<file path="src/rtl/pc_seq_pkg.sv">
// Shared types and defaults for the program-counter fetch sequencer.
package pc_seq_pkg;

  typedef enum logic [1:0] {
    S_IDLE   = 2'd0,
    S_FETCH  = 2'd1,
    S_HALTED = 2'd2
  } pc_seq_state_e;

  localparam int          STEP_DEF     = 2;
  localparam logic [15:0] RESET_PC_DEF = 16'h0000;

endpackage

</file>
<file path="src/rtl/pc_fetch_sequencer_adder.sv">
// Enabled +STEP incrementer on the sequential fetch path; wraps modulo 2^WIDTH.
module pc_step_adder #(
  parameter int WIDTH = 16,
  parameter int STEP  = 2
) (
  input  logic [WIDTH-1:0] a,
  input  logic             en,
  output logic [WIDTH-1:0] res
);

  assign res = en ? a + WIDTH'(STEP) : a;

endmodule

</file>
<file path="src/rtl/pc_fetch_sequencer.sv">
// Program counter owner: issues req/ack instruction fetches, applies redirects,
// stalls and halts, and reports each delivered fetch and misaligned-target faults.
module pc_fetch_sequencer
  import pc_seq_pkg::*;
#(
  parameter int               WIDTH    = 16,
  parameter int               STEP     = STEP_DEF,
  parameter logic [WIDTH-1:0] RESET_PC = WIDTH'(RESET_PC_DEF)
) (
  input  logic             clk,
  input  logic             rst,
  input  logic             run,
  input  logic             halt_req,
  input  logic             stall,
  input  logic             redirect_valid,
  input  logic [WIDTH-1:0] redirect_pc,
  output logic             imem_req,
  output logic [WIDTH-1:0] imem_addr,
  input  logic             imem_ack,
  output logic             instr_valid,
  output logic [WIDTH-1:0] instr_pc,
  output logic             fault,
  output logic             halted,
  output pc_seq_state_e    dbg_state
);

  pc_seq_state_e    state_q, state_d;
  logic [WIDTH-1:0] pc_q, pc_d;
  logic             pend_valid_q, pend_valid_d;
  logic [WIDTH-1:0] pend_pc_q, pend_pc_d;
  logic             out_pend_q, out_pend_d;
  logic             halt_q, halt_d;
  logic             instr_valid_q, instr_valid_d;
  logic [WIDTH-1:0] instr_pc_q, instr_pc_d;
  logic             fault_q, fault_d;

  logic             req;
  logic             xfer;
  logic             misaligned;
  logic             redir_ok;
  logic             step_en;
  logic             halt_any;
  logic [WIDTH-1:0] step_res;

  // Handshake: imem_req/imem_addr are held stable from the cycle req rises
  // until the ack cycle (out_pend_q masks stall); a transfer is req & ack,
  // and the next address is presented the cycle after the transfer.
  always_comb begin
    req        = (state_q == S_FETCH) && (!stall || out_pend_q);
    xfer       = req && imem_ack;
    misaligned = (redirect_pc % WIDTH'(STEP)) != '0;
    redir_ok   = redirect_valid && !misaligned;
    step_en    = xfer && !redir_ok && !pend_valid_q;
    halt_any   = halt_q || halt_req;
  end

  pc_step_adder #(.WIDTH(WIDTH), .STEP(STEP)) u_step (
    .a   (pc_q),
    .en  (step_en),
    .res (step_res)
  );

  always_comb begin
    state_d       = state_q;
    pc_d          = pc_q;
    pend_valid_d  = pend_valid_q;
    pend_pc_d     = pend_pc_q;
    out_pend_d    = 1'b0;
    halt_d        = 1'b0;
    instr_valid_d = 1'b0;
    instr_pc_d    = instr_pc_q;
    fault_d       = redirect_valid && misaligned;

    case (state_q)
      S_IDLE: begin
        if (redir_ok) pc_d = redirect_pc;
        if (run) state_d = S_FETCH;
      end
      S_HALTED: begin
        if (redir_ok) pc_d = redirect_pc;
        if (run && !halt_req) state_d = S_FETCH;
      end
      S_FETCH: begin
        halt_d = halt_any;
        if (xfer) begin
          pend_valid_d = 1'b0;
          if (redir_ok) begin
            pc_d          = redirect_pc;
            instr_valid_d = 1'b1;
            instr_pc_d    = pc_q;
          end else if (pend_valid_q) begin
            // A redirect arrived while this fetch was in flight: squash it.
            pc_d = pend_pc_q;
          end else begin
            pc_d          = step_res;
            instr_valid_d = 1'b1;
            instr_pc_d    = pc_q;
          end
          if (halt_any) begin
            state_d = S_HALTED;
            halt_d  = 1'b0;
          end
        end else if (req) begin
          out_pend_d = 1'b1;
          if (redir_ok) begin
            pend_valid_d = 1'b1;
            pend_pc_d    = redirect_pc;
          end
        end else begin
          if (redir_ok) pc_d = redirect_pc;
          if (halt_any) begin
            state_d = S_HALTED;
            halt_d  = 1'b0;
          end
        end
      end
      default: state_d = S_IDLE;
    endcase
  end

  always_ff @(posedge clk) begin
    if (rst) begin
      state_q       <= S_IDLE;
      pc_q          <= RESET_PC;
      pend_valid_q  <= 1'b0;
      pend_pc_q     <= '0;
      out_pend_q    <= 1'b0;
      halt_q        <= 1'b0;
      instr_valid_q <= 1'b0;
      instr_pc_q    <= '0;
      fault_q       <= 1'b0;
    end else begin
      state_q       <= state_d;
      pc_q          <= pc_d;
      pend_valid_q  <= pend_valid_d;
      pend_pc_q     <= pend_pc_d;
      out_pend_q    <= out_pend_d;
      halt_q        <= halt_d;
      instr_valid_q <= instr_valid_d;
      instr_pc_q    <= instr_pc_d;
      fault_q       <= fault_d;
    end
  end

  assign imem_req    = req;
  assign imem_addr   = pc_q;
  assign instr_valid = instr_valid_q;
  assign instr_pc    = instr_pc_q;
  assign fault       = fault_q;
  assign halted      = (state_q == S_HALTED);
  assign dbg_state   = state_q;

endmodule

</file>
<file path="config.mk">
export PLATFORM = sky130hd
export DESIGN_NAME = pc_fetch_sequencer
export DESIGN_NICKNAME = d
export VERILOG_FILES = /design/src/rtl/pc_seq_pkg.sv /design/src/rtl/pc_fetch_sequencer_adder.sv /design/src/rtl/pc_fetch_sequencer.sv
export SDC_FILE = /design/constraint.sdc
export NUM_CORES = 1
export LEC_CHECK = 0
export ABC_AREA = 1
export BUFFER_PORTS_ARGS = -buffer_cell sky130_fd_sc_hd__buf_4
export CAP_MARGIN = 5
export CORE_ASPECT_RATIO = 1.4
export CORE_UTILIZATION = 49
export CTS_CLUSTER_SIZE = 10
export DETAILED_ROUTE_END_ITERATION = 8
export PLACE_DENSITY = 0.76
export SLEW_MARGIN = 20
export SYNTH_ARGS = -nofsm -noshare
export SYNTH_HDL_FRONTEND = slang
export SYNTH_SLANG_ARGS = --single-unit
</file>
<file path="constraint.sdc">
create_clock -name clk -period 1.3 [get_ports clk]
set_input_delay 0.065 -clock clk [delete_from_list [all_inputs] [get_ports clk]]
set_output_delay 0.065 -clock clk [all_outputs]
set_load 0.1 [all_outputs]
</file>
Word-level counts from Yosys, hierarchy flattened
Index checks and enable logic that the tools add are counted.

Output and inout port bits: 38. Input bits: 23. Bits in registers: 55. Word-level logic and storage cells: 68.

Eq/ne operators: 7. Bitwise operators: 3. Multiplexer cells: 21. Reduce and logical (&&, ||, !) cells: 27. $add $sub $neg: 1.

Operator list (number): $mux W16 (8); $pmux W16 S2 (1); $add A16 B2 Y16 const B (1); $reduce_and A3 Y1 (4); $mux W2 (5); $logic_and A1 B1 Y1 (7); $mux W1 (6); $pmux W2 S3 (1); $reduce_bool A2 Y1 (3); $reduce_or A3 Y1 (2); $logic_not A1 Y1 (5); $ne A5 B4 Y1 const B (1); $ne A2 B1 Y1 const B (2); $reduce_and A4 Y1 (1); $reduce_or A4 Y1 (1); $ne A3 B3 Y1 const B (1); $not A1 Y1 (3); $eq A2 B1 Y1 const B (1); $eq A2 B2 Y1 const B (1); $logic_not A2 Y1 (1); $logic_or A1 B1 Y1 (2); $ne A2 B2 Y1 const B (1); $reduce_or A2 Y1 (1).

Depth between registers and ports, before layout
Gate-level depths: netlist of the first run.

Depth after elaboration: 11. Gate-level depth with buffers: 11. Gate-level depth less buffers: 11.

Cells and area by module
A second synthesis of the first run with hierarchy kept.

Cell total of the unflattened synthesis: 459. Area total of the unflattened synthesis: 2941.6 um^2.

By module, submodules not included: pc_fetch_sequencer (times used 1, area an instance 2513.7 um^2, cells an instance 380, seq. area each 1101.1 um^2); pc_step_adder (times used 1, area an instance 427.9 um^2, cells an instance 79, seq. area each 0.0 um^2).

Worst setup path after synthesis of the first run
No wires, ideal clock.

Path type: reg-to-reg. Start point: register state_q[1] (netlist: dbg_state[1]). End point: register state_q[0] (netlist: dbg_state[0]). Path buffers: 0. Period minus slack after synthesis: 3294 ps. Setup time: 125 ps. Path slack: -1994 ps. Arrival: 3169 ps. Data required time: 1175 ps. Stages on the path, launching flop included: 6. Cells stage by stage: dfxtp_1 -> inv_1 -> nor2_1 -> o21ai_0 -> nand3_1 -> a21oi_1.

Elaborated cells between the ends (all ways): 11. Those cells by class: 5 x eq/ne; 2 x mux; 4 x reduce/logical.

RTL lines: start: declaration (RTL line pc_fetch_sequencer.sv:27) `pc_seq_state_e state_q, state_d;`; start signal: assignment (RTL line pc_fetch_sequencer.sv:133) `state_q <= state_d;`; $eq A2 B2 Y1 *; via halted (RTL line pc_fetch_sequencer.sv:23) `output logic halted,`; $ne A2 B1 Y1 (no line); $reduce_and A3 Y1 (no line).

The timed path passes the listed nets; every way through them passes the cells marked *. A chain may end at the register's enable or synchronous reset.

Worst setup path after layout of the first run
Start point: register state_q[0] (netlist: dbg_state[0]). End point: register pc_q[6] (netlist: imem_addr[6]).

Word-level cells in the longest chain between the ends: 7. Elaborated cells between the ends (all ways): 14. Those cells by class: 4 x eq/ne; 2 x mux; 8 x reduce/logical.

Ends and longest elaborated chain: $eq A2 B1 Y1 (RTL line pc_fetch_sequencer.sv:49, pc_fetch_sequencer.sv:74); $logic_and A1 B1 Y1 (RTL line pc_fetch_sequencer.sv:49) `req = (state_q == S_FETCH) && (!stall || out_pend_q);`; $logic_and A1 B1 Y1 (RTL line pc_fetch_sequencer.sv:50) `xfer = req && imem_ack;`; $logic_and A1 B1 Y1 (2 in a row) (RTL line pc_fetch_sequencer.sv:53) `step_en = xfer && !redir_ok && !pend_valid_q;`; $ne A5 B4 Y1 (no line); $reduce_and A3 Y1 (no line); end signal: assignment (RTL line pc_fetch_sequencer.sv:134) `pc_q <= pc_d;`; end: declaration (RTL line pc_fetch_sequencer.sv:28) `logic [WIDTH-1:0] pc_q, pc_d;`.

Several ways; a longest one is shown, not always the timed one.

==> results.txt, run 1 <==
The share of the clock period used by the worst path after layout came out at 1.14. The wire length of the first global-routing pass came out at 14000 um. In the global route stage, overall resource usage came out at 0.298. The number of clock sinks came out at 55. Setup repair after global routing could not meet its margin everywhere. The core footprint came out at 0.00557 sq mm. The post-synthesis instance area is 0.00286 sq mm. The min-delay analysis places its worst path in the category primary input to register. The number of nets handed over by synthesis was 437. The area of the multi-input gates is 0.00174 sq mm.

The via count normalized by instance count is 5.45. The buffer cell driving the clock tree root is sky130_fd_sc_hd__clkbuf_8. The detailed-route wire length came out at 8990 um. The run finished, with violations left. Synthesis inferred 55 register bits. For the final routed database, the setup TNS stands at -3.78 ns. Sorting the synthesized cells by how often they occur yields sky130_fd_sc_hd__nand2_1, sky130_fd_sc_hd__a21oi_1, sky130_fd_sc_hd__dfxtp_1, sky130_fd_sc_hd__nor2_1, sky130_fd_sc_hd__o21ai_0.

The first routing iteration left 253 violations. The number of routed nets with antenna violations is 0. The transition at the pin with the smallest max-transition slack is 0.337 ns.

The instance count of the mapped netlist came out at 413. CTS built an H-tree with a depth of 2. The detailed router placed 3240 vias in this run.

The total number of placement rows came out at 32. The number of antenna violations at the first check in global routing came out at 0. The dominant register cell in the synthesized netlist is sky130_fd_sc_hd__dfxtp_1.

The peak fanout along the critical path came out at 12. The starting density of the core came out at 0.514. The sequential cell area in the final layout is 0.00115 sq mm. The worst IR drop on VDD is 0.976 mV. Yosys printed 0 warnings. The fraction of post-synthesis cell area in the top cell type by area came out at 0.385.

The worst setup path is of the register to register kind. The share of async-settable or async-resettable flops after synthesis came out at 0. The power density of the placed cells is 1360 mW/mm^2. The synthesized design spends more area on one cell type than any other, namely sky130_fd_sc_hd__dfxtp_1.

The number of ports placed on the die boundary came out at 61. The largest clock skew in the final design is 0.0107 ns. 0 antenna diodes ended up in the layout. Relative to the synthesized area, the layout overhead comes to 50.2%.

Entering global routing, the biggest net connects 33 pins. OpenSTA, run right after detailed placement, puts the worst setup slack at -0.141 ns. Counting the buffers created by CTS gives 5.

The type of element capturing the critical path is a register. The max-slew violation count was 0. The data arrival time of the critical path is 1.71 ns. The max-cap check violation count came out at 0. The number of DRC violations after detailed routing is 0. A synthesized cell averages 6.93 sq um. Summed over all nets, the half-perimeter wirelength after detailed placement is 6030 um. The worst setup path is launched from a register. The later pin in the worst-skew pair is clocked with a latency of 0.32 ns. The number of global-route vias before repair came out at 2982. After synthesis, the cell types taking the most area are sky130_fd_sc_hd__dfxtp_1, sky130_fd_sc_hd__nand2_1, sky130_fd_sc_hd__a21oi_1. The worst path setup slack after routing is -0.179 ns.

The clock slew seen by the registers of the worst setup and hold paths came out at 0.09 ns. The total design power came out at 5.86 mW. Setup violations remaining at the end of the flow were counted as 45.

After filler insertion, the fill cell instance count of the layout stands at 406. The achievable clock frequency is 676 MHz. Subtracting the final worst setup slack from the clock period gives 1.48 ns. The total grt overflow came out at 0.

For this run, the register share of the synthesized area comes to 0.385. The placer's final routability congestion estimate came out at 0.875. The clock passes through at most 2 buffers. The number of hold violations in the final report was 0. In the final layout, the share of cells above drive strength 1 is 0.420.

The required time at the worst-slack endpoint came out at 1.53 ns. After detailed routing, the average wire length per cell comes to 15.1 um. The unique cell type count in the Yosys netlist came out at 35.

From bottom edge to top edge, the die measures 92.4 um. The headroom to the max-slew limit came out at 0.773. The leakage power of the design came out at 1.85 nW.

The number of I/O port buffers came out at 60. In this run, synthesis inferred 0 flip-flops with an integrated enable. The area of the die came out at 0.00616 sq mm. The checks that failed: setup timing. The width of the die came out at 66.6 um.

The most instantiated library cell after synthesis is sky130_fd_sc_hd__nand2_1. The detailed-routing iteration count for the pre-antenna-repair pass is 5. The final net count is 549. TritonCTS built the clock tree.
==> final timing paths <==
path                         to  slack (ns)           start  depth (start not counted)
setup / recovery   imem_addr[6]       -0.18    dbg_state[0]                         10
hold / removal     pend_pc_q[9]        0.01  redirect_pc[9]                          3
setup reg to reg   imem_addr[6]       -0.18    dbg_state[0]                         10
hold reg to reg   pend_pc_q[11]        0.47   pend_pc_q[11]                          2
==> cell type report <==
type                    instances  share of cell area
well taps                      68              0.0198
inverters                      41              0.0489
multi-input cells             300               0.405
clock inverters                 3             0.00349
flip-flops and latches         55               0.267
repair buffers                122               0.240
clock buffers                   5              0.0160
==> power by group <==
part / total, mW / switching [mW] / internal, mW
clock network: 0.939 / 0.571 / 0.368
logic: 2.89 / 2.01 / 0.878
registers: 2.03 / 0.173 / 1.86
==> what timing repair did <==
action / CTS / global route
buffers inserted: 7 / 12
pin swaps: 11 / 9
endpoints found under the hold margin: 1 / 1
gates resized for setup: 36 / 40
hold buffers: 2 / 1
endpoints found under the setup margin: 47 / 53
==> placed cells by master, fill, tap and decap left out, types with 3 or more instances in the layout <==
cell,netlist,final
sky130_fd_sc_hd__dfxtp_4,0,11
sky130_fd_sc_hd__nand3_1,22,19
sky130_fd_sc_hd__buf_12,0,5
sky130_fd_sc_hd__inv_2,3,3
sky130_fd_sc_hd__nor2_8,3,3
sky130_fd_sc_hd__nand4_1,5,5
sky130_fd_sc_hd__nand2_2,1,9
sky130_fd_sc_hd__inv_1,32,28
sky130_fd_sc_hd__nand2_4,3,4
sky130_fd_sc_hd__nor3_1,5,3
sky130_fd_sc_hd__inv_4,4,4
sky130_fd_sc_hd__nor2_2,0,4
sky130_fd_sc_hd__a21oi_2,1,26
sky130_fd_sc_hd__nand2_1,95,85
sky130_fd_sc_hd__buf_4,1,104
sky130_fd_sc_hd__buf_6,6,8
sky130_fd_sc_hd__dfxtp_2,0,5
sky130_fd_sc_hd__nor2_1,45,39
sky130_fd_sc_hd__a21oi_1,57,32
sky130_fd_sc_hd__o21ai_0,34,26
sky130_fd_sc_hd__clkbuf_8,0,5
sky130_fd_sc_hd__dfxtp_1,55,39
sky130_fd_sc_hd__a31oi_1,5,3
sky130_fd_sc_hd__nor2_4,1,3
sky130_fd_sc_hd__dlygate4sd3_1,0,3
sky130_fd_sc_hd__clkinv_1,1,3
sky130_fd_sc_hd__o21ai_1,10,16
==> per-stage QoR <==
stage | util | hold WS (ns) | cells | instance area, sq um
after CTS | 0.728 | 0.00430 | 582 | 4050
after global placement | 0.678 | 0.301 | 565 | 3770
after detailed placement | 0.678 | 0.304 | 565 | 3770
after floorplan | - | 0.136 | 413 | 3020
after global routing | 0.772 | 0.00351 | 594 | 4300
final | 0.772 | 0.00978 | 594 | 4300
==> registers in the layout, indices dropped and copies added, names as in the netlist <==
signal and count:
dbg_state 2, fault 1, halt_q 1, imem_addr 16, instr_pc 16, instr_valid 1
out_pend_q 1, pend_pc_q 16, pend_valid_q 1
==> critical path, cell delays in order, from the launching register on <==
cell and delay [ns]:
sky130_fd_sc_hd__dfxtp_4 0.38, sky130_fd_sc_hd__inv_6 0.04, sky130_fd_sc_hd__nor2_8 0.11, sky130_fd_sc_hd__nand2_8 0.10
sky130_fd_sc_hd__nor2_8 0.18, sky130_fd_sc_hd__inv_6 0.10, sky130_fd_sc_hd__nor2_1 0.11, sky130_fd_sc_hd__o21ai_0 0.09
sky130_fd_sc_hd__nand2_1 0.09, sky130_fd_sc_hd__nand2_1 0.06, sky130_fd_sc_hd__a21oi_1 0.14
==> routing by layer <==
layer / GRT usage / wire length, um / up-vias
li1: - / - / 1589
met1: 0.356 / 3520 / 1483
met2: 0.529 / 4690 / 148
met3: 0.0369 / 541 / 20
met4: 0.108 / 244 / 0
met5: 0 / 0 / -
==> cells by family after synthesis <==
logic type      share of synthesized area
buf+inv                            0.0975
xor+xnor                          0.00612
compound gates                      0.215
fa+ha+maj                         0.00437
simple gates                        0.292
flops                               0.385
(Power assumes the default switching activity.)
==> run 2, diff against run 1 <==
--- a/config.mk
+++ b/config.mk
@@ -12,8 +12,10 @@
 export CORE_UTILIZATION = 49
 export CTS_CLUSTER_SIZE = 10
 export DETAILED_ROUTE_END_ITERATION = 8
-export PLACE_DENSITY = 0.76
+export PLACE_DENSITY = 0.75
+export SKIP_LAST_GASP = 1
 export SLEW_MARGIN = 20
 export SYNTH_ARGS = -nofsm -noshare
 export SYNTH_HDL_FRONTEND = slang
+export SYNTH_HIERARCHICAL = 1
 export SYNTH_SLANG_ARGS = --single-unit
==> results.txt, run 2 <==
In the layout the commonest cells are sky130_fd_sc_hd__nand2_1, sky130_fd_sc_hd__buf_4, sky130_fd_sc_hd__nor2_1. The number of warnings reported in the yosys synthesis log is 6 (+6). The leakage power of the design is 2.06 nW (+12%). The area of the multi-input gates came to 0.00174 sq mm (unchanged). The sequential cell area in the final layout was 0.00112 sq mm (-2.1%).

The largest clock skew in the final design came out at 0.0124 ns (+0.00172 ns). The initial detailed-routing violation count came out at 198 (-22%). By count the netlist is led by sky130_fd_sc_hd__nand2_1, sky130_fd_sc_hd__nor2_1, sky130_fd_sc_hd__dfxtp_1, sky130_fd_sc_hd__inv_1, sky130_fd_sc_hd__o21ai_0. The worst IR drop on VDD is 1.17 mV (+20%). The final net count was 605 (+10%). The most common cell in the synthesized netlist is sky130_fd_sc_hd__nand2_1.

The minimum period implied by the final worst setup slack is 1.95 ns (+0.472 ns). The number of routed nets with antenna violations is 0 (unchanged). The worst hold slack after final layout is 0.00544 ns (-0.00434 ns). The level count of the clock H-tree was 2 (unchanged).

The fraction of final layout cells sized beyond drive strength 1 came to 0.356 (-0.0645). After global routing, the most crowded layer is met2. The die extent in y is 93.7 um (+1.3%). The clock slew seen by the registers of the worst setup and hold paths is 0.10 ns (about the same). The detailed-routing iteration count for the pre-antenna-repair pass came out at 5 (unchanged). The transition at the pin with the smallest max-transition slack is 0.486 ns (+0.149 ns). The required time at the worst-slack endpoint came out at 1.51 ns (-0.02 ns). The met2 track utilization from global routing was 0.558 (+0.0283). The peak fanout along the critical path is 5 (-7). The detailed-route wire length came out at 9250 um (+2.8%). The deepest clock path buffer count is 2 (unchanged). STA classifies the critical path startpoint as a register. The headroom to the max-slew limit came out at 0.675 (-0.0981). The number of global-route vias before repair came out at 3271 (+9.7%). The worst path setup slack after routing came out at -0.651 ns (-0.472 ns). The worst setup path is of the register to register kind. The number of antenna violations at the first check in global routing came out at 0 (unchanged). The share of the clock period used by the worst path after layout was 1.50 (+0.363). The share of async-settable or async-resettable flops after synthesis is 0 (unchanged). The total global-route track usage came out at 0.301 (+0.00290). The power density of the placed cells is 1450 mW/mm^2 (+6.6%). The net count after synthesis came to 483 (+11%).

The number of DRC violations after detailed routing came out at 0 (unchanged). The number of flops mapped to enable cells by yosys is 0 (unchanged). Of all cell types, the one taking the most synthesized area is sky130_fd_sc_hd__dfxtp_1. The post-synthesis instance area was 0.00294 sq mm (+2.8%).

The HPWL after detailed placement came to 6520 um (+8.1%). Setup repair after global routing could not meet its margin everywhere. The tree is rooted in a sky130_fd_sc_hd__clkbuf_8. The largest net degree at the start of global routing is 24 (-27%). The instance count of the mapped netlist is 459 (+11%). The number of setup violations in the final report came out at 53 (+18%). The clock insertion delay at the later pin of the skew report is 0.32 ns (about the same). In the synthesized netlist the dominant register cell turns out to be sky130_fd_sc_hd__dfxtp_1.

The launch point of the worst hold path is redirect_pc[5]. The instance count after placement with tap cells included was 630 (+12%). The total via count after detailed routing is 3396 (+4.8%).

The area of the die is 0.00632 sq mm (+2.7%). The final reports fail on setup timing. The number of clock sinks is 55 (unchanged).

The wire length of the first global-routing pass is 14500 um (+3.6%). The via count normalized by instance count is 5.21 (-4.5%). The total design power came to 6.28 mW (+7.2%). The flow ran to the end, but the final reports show violations.

The achievable clock frequency is 513 MHz (-24%). The fraction of post-synthesis cell area in the top cell type by area came out at 0.374 (-0.0103). Leaving out fill and tap cells, the most frequent cell in the layout is sky130_fd_sc_hd__nand2_1. The total number of placement rows came to 33 (+3.1%).

The post-route non-filler standard cell count is 652 (+9.8%). The critical path launch point is dbg_state[0]. The number of fillers in the final layout is 455 (+12%).

The core footprint is 0.00582 sq mm (+4.6%). The synthesis-stage register bit count came to 55 (unchanged). The fraction of met3 tracks used by global routing came to 0.0400 (+0.00310). The max-cap check violation count came out at 0 (unchanged).

The sequential fraction of the synthesis area is 0.374 (-0.0103). The data arrival time of the critical path is 2.16 ns (+0.45 ns). The number of ports placed on the die boundary is 61 (unchanged). The number of I/O port buffers is 60 (unchanged).

The TritonCTS clock tree is yes. The met1 usage in global routing came to 0.320 (-0.0364). The post-place setup slack came out at -0.684 ns (-0.543 ns). The worst setup path is captured at a register. The diode insertion count for antenna repair came to 0 (unchanged). In the post-synthesis netlist, the biggest area contributors are sky130_fd_sc_hd__dfxtp_1, sky130_fd_sc_hd__nand2_1, sky130_fd_sc_hd__nor2_1.

The layout overhead on the synthesized area came out at 47.0%. The number of hold violations in the final report is 0 (unchanged). The placer's final routability congestion estimate is 0.899 (+2.8%). The unique cell type count in the Yosys netlist is 30 (-14%). The synthesized area divided by synthesized cell count is 6.41 sq um (-7.5%).

The number of CTS-inserted buffers came out at 5 (unchanged). The width of the die came out at 67.5 um (+1.3%). The total grt overflow is 0 (unchanged). The final routed wire length divided by cell count came out at 14.2 um (-6.3%). The max-slew violation count was 0 (unchanged). In this run the worst hold path is classified as primary input to register.

The starting density of the core came out at 0.505 (-0.00912). In this run the critical register-to-register path is launched from dbg_state[0].
-- run 2: cell types whose count changed in the layout (fill, tap and decap cells not counted), moves of 9 or more --
cell,delta
sky130_fd_sc_hd__nor2_1,+29
sky130_fd_sc_hd__buf_4,+11
sky130_fd_sc_hd__a21oi_2,-19
sky130_fd_sc_hd__nand2_1,+56
sky130_fd_sc_hd__a21oi_1,-15
sky130_fd_sc_hd__dfxtp_4,-9
-- run 2: repair_timing --
item                                    CTS  global route
buffers inserted                          8             4
gates resized for setup                  28            30
gates cloned                              1             1
pin swaps                                 9            21
hold buffers                              3             0
hold endpoints to repair                  2             0
endpoints found under the setup margin   53            57
-- run 2: power by group --
part           internal [mW]  switching, mW
combinational          0.978           2.14
clock                  0.583          0.607
sequential              1.87          0.110
-- run 2: kinds of logic (layout without fill, tap and decap cells) --
family                   Yosys count  in the layout  synth area share
AND/OR/NAND/NOR                  266            267             0.387
AO/OA/AOI/OAI                     68             68             0.121
buffers and inverters             59            181            0.0825
flip-flops                        55             55             0.374
XOR/XNOR                           8              8            0.0238
multiplexers                       2              2           0.00681
adder cells (fa/ha/maj)            1              1           0.00425
-- run 2: path summary, 6_finish.rpt --
kind | to | slack (ns) | cells after the start
setup reg to reg | imem_addr[8] | -0.65 | 14
hold / removal | pend_pc_q[5] | 0.005 | 3
setup / recovery | imem_addr[8] | -0.65 | 14
hold reg to reg | pend_pc_q[8] | 0.46 | 2
-- run 2: metal layers --
metal | vias to the layer above | routed length (um)
li1 | 1689 | -
met1 | 1556 | 3560
met2 | 121 | 4860
met3 | 30 | 445
met4 | 0 | 384
met5 | - | 0
-- run 2: stage by stage --
stage / instance area, sq um / TNS, ns / util
6_report: 4330 / -13.48 / 0.743
5_1_grt: 4330 / -19.39 / 0.743
4_1_cts: 4210 / -12.56 / 0.723
3_5_place_dp: 3920 / -10.72 / 0.673
3_3_place_gp: 3920 / -9.22 / 0.673
2_1_floorplan: 3010 / -26.34 / -
-- run 2: area by class of cell --
class | instances | area share
tap | 70 | 0.0202
timing repair buffer | 131 | 0.251
inverter | 42 | 0.0405
clock buffer | 5 | 0.0159
clock inverter | 3 | 0.0104
sequential | 55 | 0.260
multi-input combinational | 346 | 0.402
-- run 2: worst max-delay path, cell delays in order, from the launching register on --
cell and delay [ns]:
sky130_fd_sc_hd__dfxtp_4 0.37, sky130_fd_sc_hd__inv_4 0.04, sky130_fd_sc_hd__nor2_4 0.10, sky130_fd_sc_hd__nand3_4 0.08
sky130_fd_sc_hd__nor3_4 0.12, sky130_fd_sc_hd__buf_6 0.14, sky130_fd_sc_hd__nand2_2 0.06, sky130_fd_sc_hd__nor2_4 0.19
sky130_fd_sc_hd__buf_4 0.15, sky130_fd_sc_hd__nand3_2 0.07, sky130_fd_sc_hd__xnor2_1 0.14, sky130_fd_sc_hd__o21ai_0 0.14
sky130_fd_sc_hd__nand2_1 0.07, sky130_fd_sc_hd__a21oi_1 0.12, sky130_fd_sc_hd__nor2_1 0.06
==> run 3, diff against run 2 <==
--- a/config.mk
+++ b/config.mk
@@ -13,6 +13,7 @@
 export CTS_CLUSTER_SIZE = 10
 export DETAILED_ROUTE_END_ITERATION = 8
 export PLACE_DENSITY = 0.75
+export RECOVER_POWER = 25
 export SKIP_LAST_GASP = 1
 export SLEW_MARGIN = 20
 export SYNTH_ARGS = -nofsm -noshare
==> results.txt, run 3 (synthesis results as in run 2) <==
The worst path setup slack after routing was -0.661 ns (-0.0106 ns). The worst setup path is captured at a register. The deepest clock path buffer count was 2 (unchanged).

The detailed-route wire length came to 9280 um (+0.39%). The final net count is 605 (unchanged). The share of the clock period used by the worst path after layout is 1.51 (+0.00816). The initial detailed-routing violation count is 205 (+3.5%). The number of antenna violations at the first check in global routing is 0 (unchanged). The data arrival time of the critical path is 2.21 ns (+0.05 ns). Leaving out fill and tap cells, the most frequent cell in the layout is sky130_fd_sc_hd__nand2_1.

The number of I/O port buffers came out at 60 (unchanged). TritonCTS built the clock tree. The minimum period implied by the final worst setup slack was 1.96 ns (+0.0106 ns). The number of CTS-inserted buffers is 5 (unchanged). The starting density of the core came out at 0.505 (unchanged). The layout overhead on the synthesized area is 46.3%.

The run finished, with violations left. The largest net degree at the start of global routing is 24 (unchanged). The worst IR drop on VDD came out at 1.17 mV (+0.13%). The number of DRC violations after detailed routing came out at 0 (unchanged). The number of setup violations in the final report is 53 (unchanged). The clock slew seen by the registers of the worst setup and hold paths came out at 0.10 ns (about the same). The diode insertion count for antenna repair came out at 0 (unchanged).

The power density of the placed cells came out at 1460 mW/mm^2 (+0.27%). The number of clock sinks came out at 55 (unchanged). The detailed-routing iteration count for the pre-antenna-repair pass came out at 5 (unchanged). The number of ports placed on the die boundary came out at 61 (unchanged). The library cells used most frequently in the layout, excluding fill and tap cells, are sky130_fd_sc_hd__nand2_1, sky130_fd_sc_hd__buf_4, sky130_fd_sc_hd__nor2_1. The final routed wire length divided by cell count is 14.2 um (+0.39%). The checks that failed: setup timing.

The area of the die came out at 0.00632 sq mm (unchanged). The core footprint is 0.00582 sq mm (unchanged). The total grt overflow is 0 (unchanged).

The leakage power of the design is 2.06 nW (-0.22%). The level count of the clock H-tree is 2 (unchanged). The post-layout utilization of the core is 0.739 (-0.00387). The total global-route track usage is 0.301 (unchanged). The fraction of final layout cells sized beyond drive strength 1 is 0.356 (unchanged). Setup repair after global routing could not meet its margin everywhere. The largest clock skew in the final design is 0.0127 ns (+0.000314 ns). The width of the die came out at 67.5 um (unchanged). The wire length of the first global-routing pass came out at 14500 um (unchanged). The instance count after placement with tap cells included came to 630 (unchanged). The number of fillers in the final layout was 462 (+1.5%).

The worst hold slack after final layout is 0.00570 ns (+0.000259 ns). The critical path in this run is classified as register to register. The peak fanout along the critical path came out at 6 (+1). The max-slew violation count is 0 (unchanged). The die extent in y was 93.7 um (unchanged).

The worst hold path belongs to the class primary input to register. The transition at the pin with the smallest max-transition slack came to 0.547 ns (+0.0611 ns). The max-cap check violation count is 0 (unchanged). The headroom to the max-slew limit is 0.637 (-0.0380). The number of global-route vias before repair is 3271 (unchanged). The achievable clock frequency is 510 MHz (-0.54%).

The via count normalized by instance count is 5.19 (-0.29%). The placer's final routability congestion estimate was 0.899 (unchanged). The post-route non-filler standard cell count is 652 (unchanged).

CTS placed an instance of sky130_fd_sc_hd__clkbuf_8 at the clock tree root. The clock insertion delay at the later pin of the skew report came out at 0.32 ns (about the same). The number of routed nets with antenna violations came to 0 (unchanged).

The number of hold violations in the final report is 0 (unchanged). The required time at the worst-slack endpoint is 1.55 ns (+0.04 ns). The total number of placement rows came out at 33 (unchanged). The total via count after detailed routing is 3386 (-0.29%). The worst setup path is launched from a register. The HPWL after detailed placement is 6520 um (unchanged). The sum of negative setup slack is -13.50 ns (-0.0243 ns).
[run 3: worst paths after layout]
| check | cells after the start | slack (ns) | start | endpoint |
|---|---|---|---|---|
| max | 17 | -0.66 | dbg_state[0] | imem_addr[15] |
| min | 3 | 0.006 | redirect_pc[5] | pend_pc_q[5] |
| max reg2reg | 17 | -0.66 | dbg_state[0] | imem_addr[15] |
| min reg2reg | 2 | 0.45 | pend_pc_q[8] | pend_pc_q[8] |
[run 3: routing by layer]
metal | GRT usage | share of wire
met5 | 0 | 0
met4 | 0.144 | 0.039
met3 | 0.0400 | 0.046
met2 | 0.558 | 0.53
met1 | 0.320 | 0.39
[run 3: power breakdown]
group	internal (mW)	switching, mW	total (mW)
logic	0.963	2.14	3.10
registers	1.87	0.109	1.97
clock network	0.583	0.609	1.19
[run 3: final cells by class]
class,instances,area [sq um],share of cell area
Multi-Input combinational cell,346,1740,0.404
Clock inverter,3,45.0,0.0105
Clock buffer,5,68.8,0.0160
Tap cell,70,87.6,0.0204
Timing Repair Buffer,131,1060,0.247
Inverter,42,175,0.0407
Sequential cell,55,1120,0.261
[run 3: critical path, stage by stage, from the launching register on]
cell	delay (ns)
sky130_fd_sc_hd__dfxtp_4	0.37
sky130_fd_sc_hd__inv_4	0.04
sky130_fd_sc_hd__nor2_4	0.10
sky130_fd_sc_hd__nand3_4	0.08
sky130_fd_sc_hd__nor3_4	0.12
sky130_fd_sc_hd__buf_6	0.14
sky130_fd_sc_hd__nand3_4	0.08
sky130_fd_sc_hd__nor3_4	0.22
sky130_fd_sc_hd__nand4_1	0.13
sky130_fd_sc_hd__nand2_1	0.09
sky130_fd_sc_hd__nand2_1	0.06
sky130_fd_sc_hd__nand2_1	0.05
sky130_fd_sc_hd__nand2_1	0.05
sky130_fd_sc_hd__nand2_1	0.07
sky130_fd_sc_hd__nand2_1	0.06
sky130_fd_sc_hd__nand2_1	0.06
sky130_fd_sc_hd__nand2_1	0.05
sky130_fd_sc_hd__a21oi_1	0.13
[run 3: through the flow]
step | total power [mW] | area (sq um) | setup slack [ns]
after detailed placement | 4.84 | 3920 | -0.684
after global placement | 4.81 | 3920 | -0.590
after CTS | 6.17 | 4210 | -0.647
after global routing | 6.54 | 4300 | -0.862
after floorplan | 3.95 | 3010 | -0.937
final | 6.27 | 4300 | -0.661
[run 3: repair_timing]
action                                  4_1_cts  5_1_grt
endpoints found under the setup margin       53       57
setup buffers                                 8        4
gates resized for setup                      28       30
pin swaps                                     9       21
hold buffers                                  3        0
cloned                                        1        1
hold endpoints to repair                      2        0
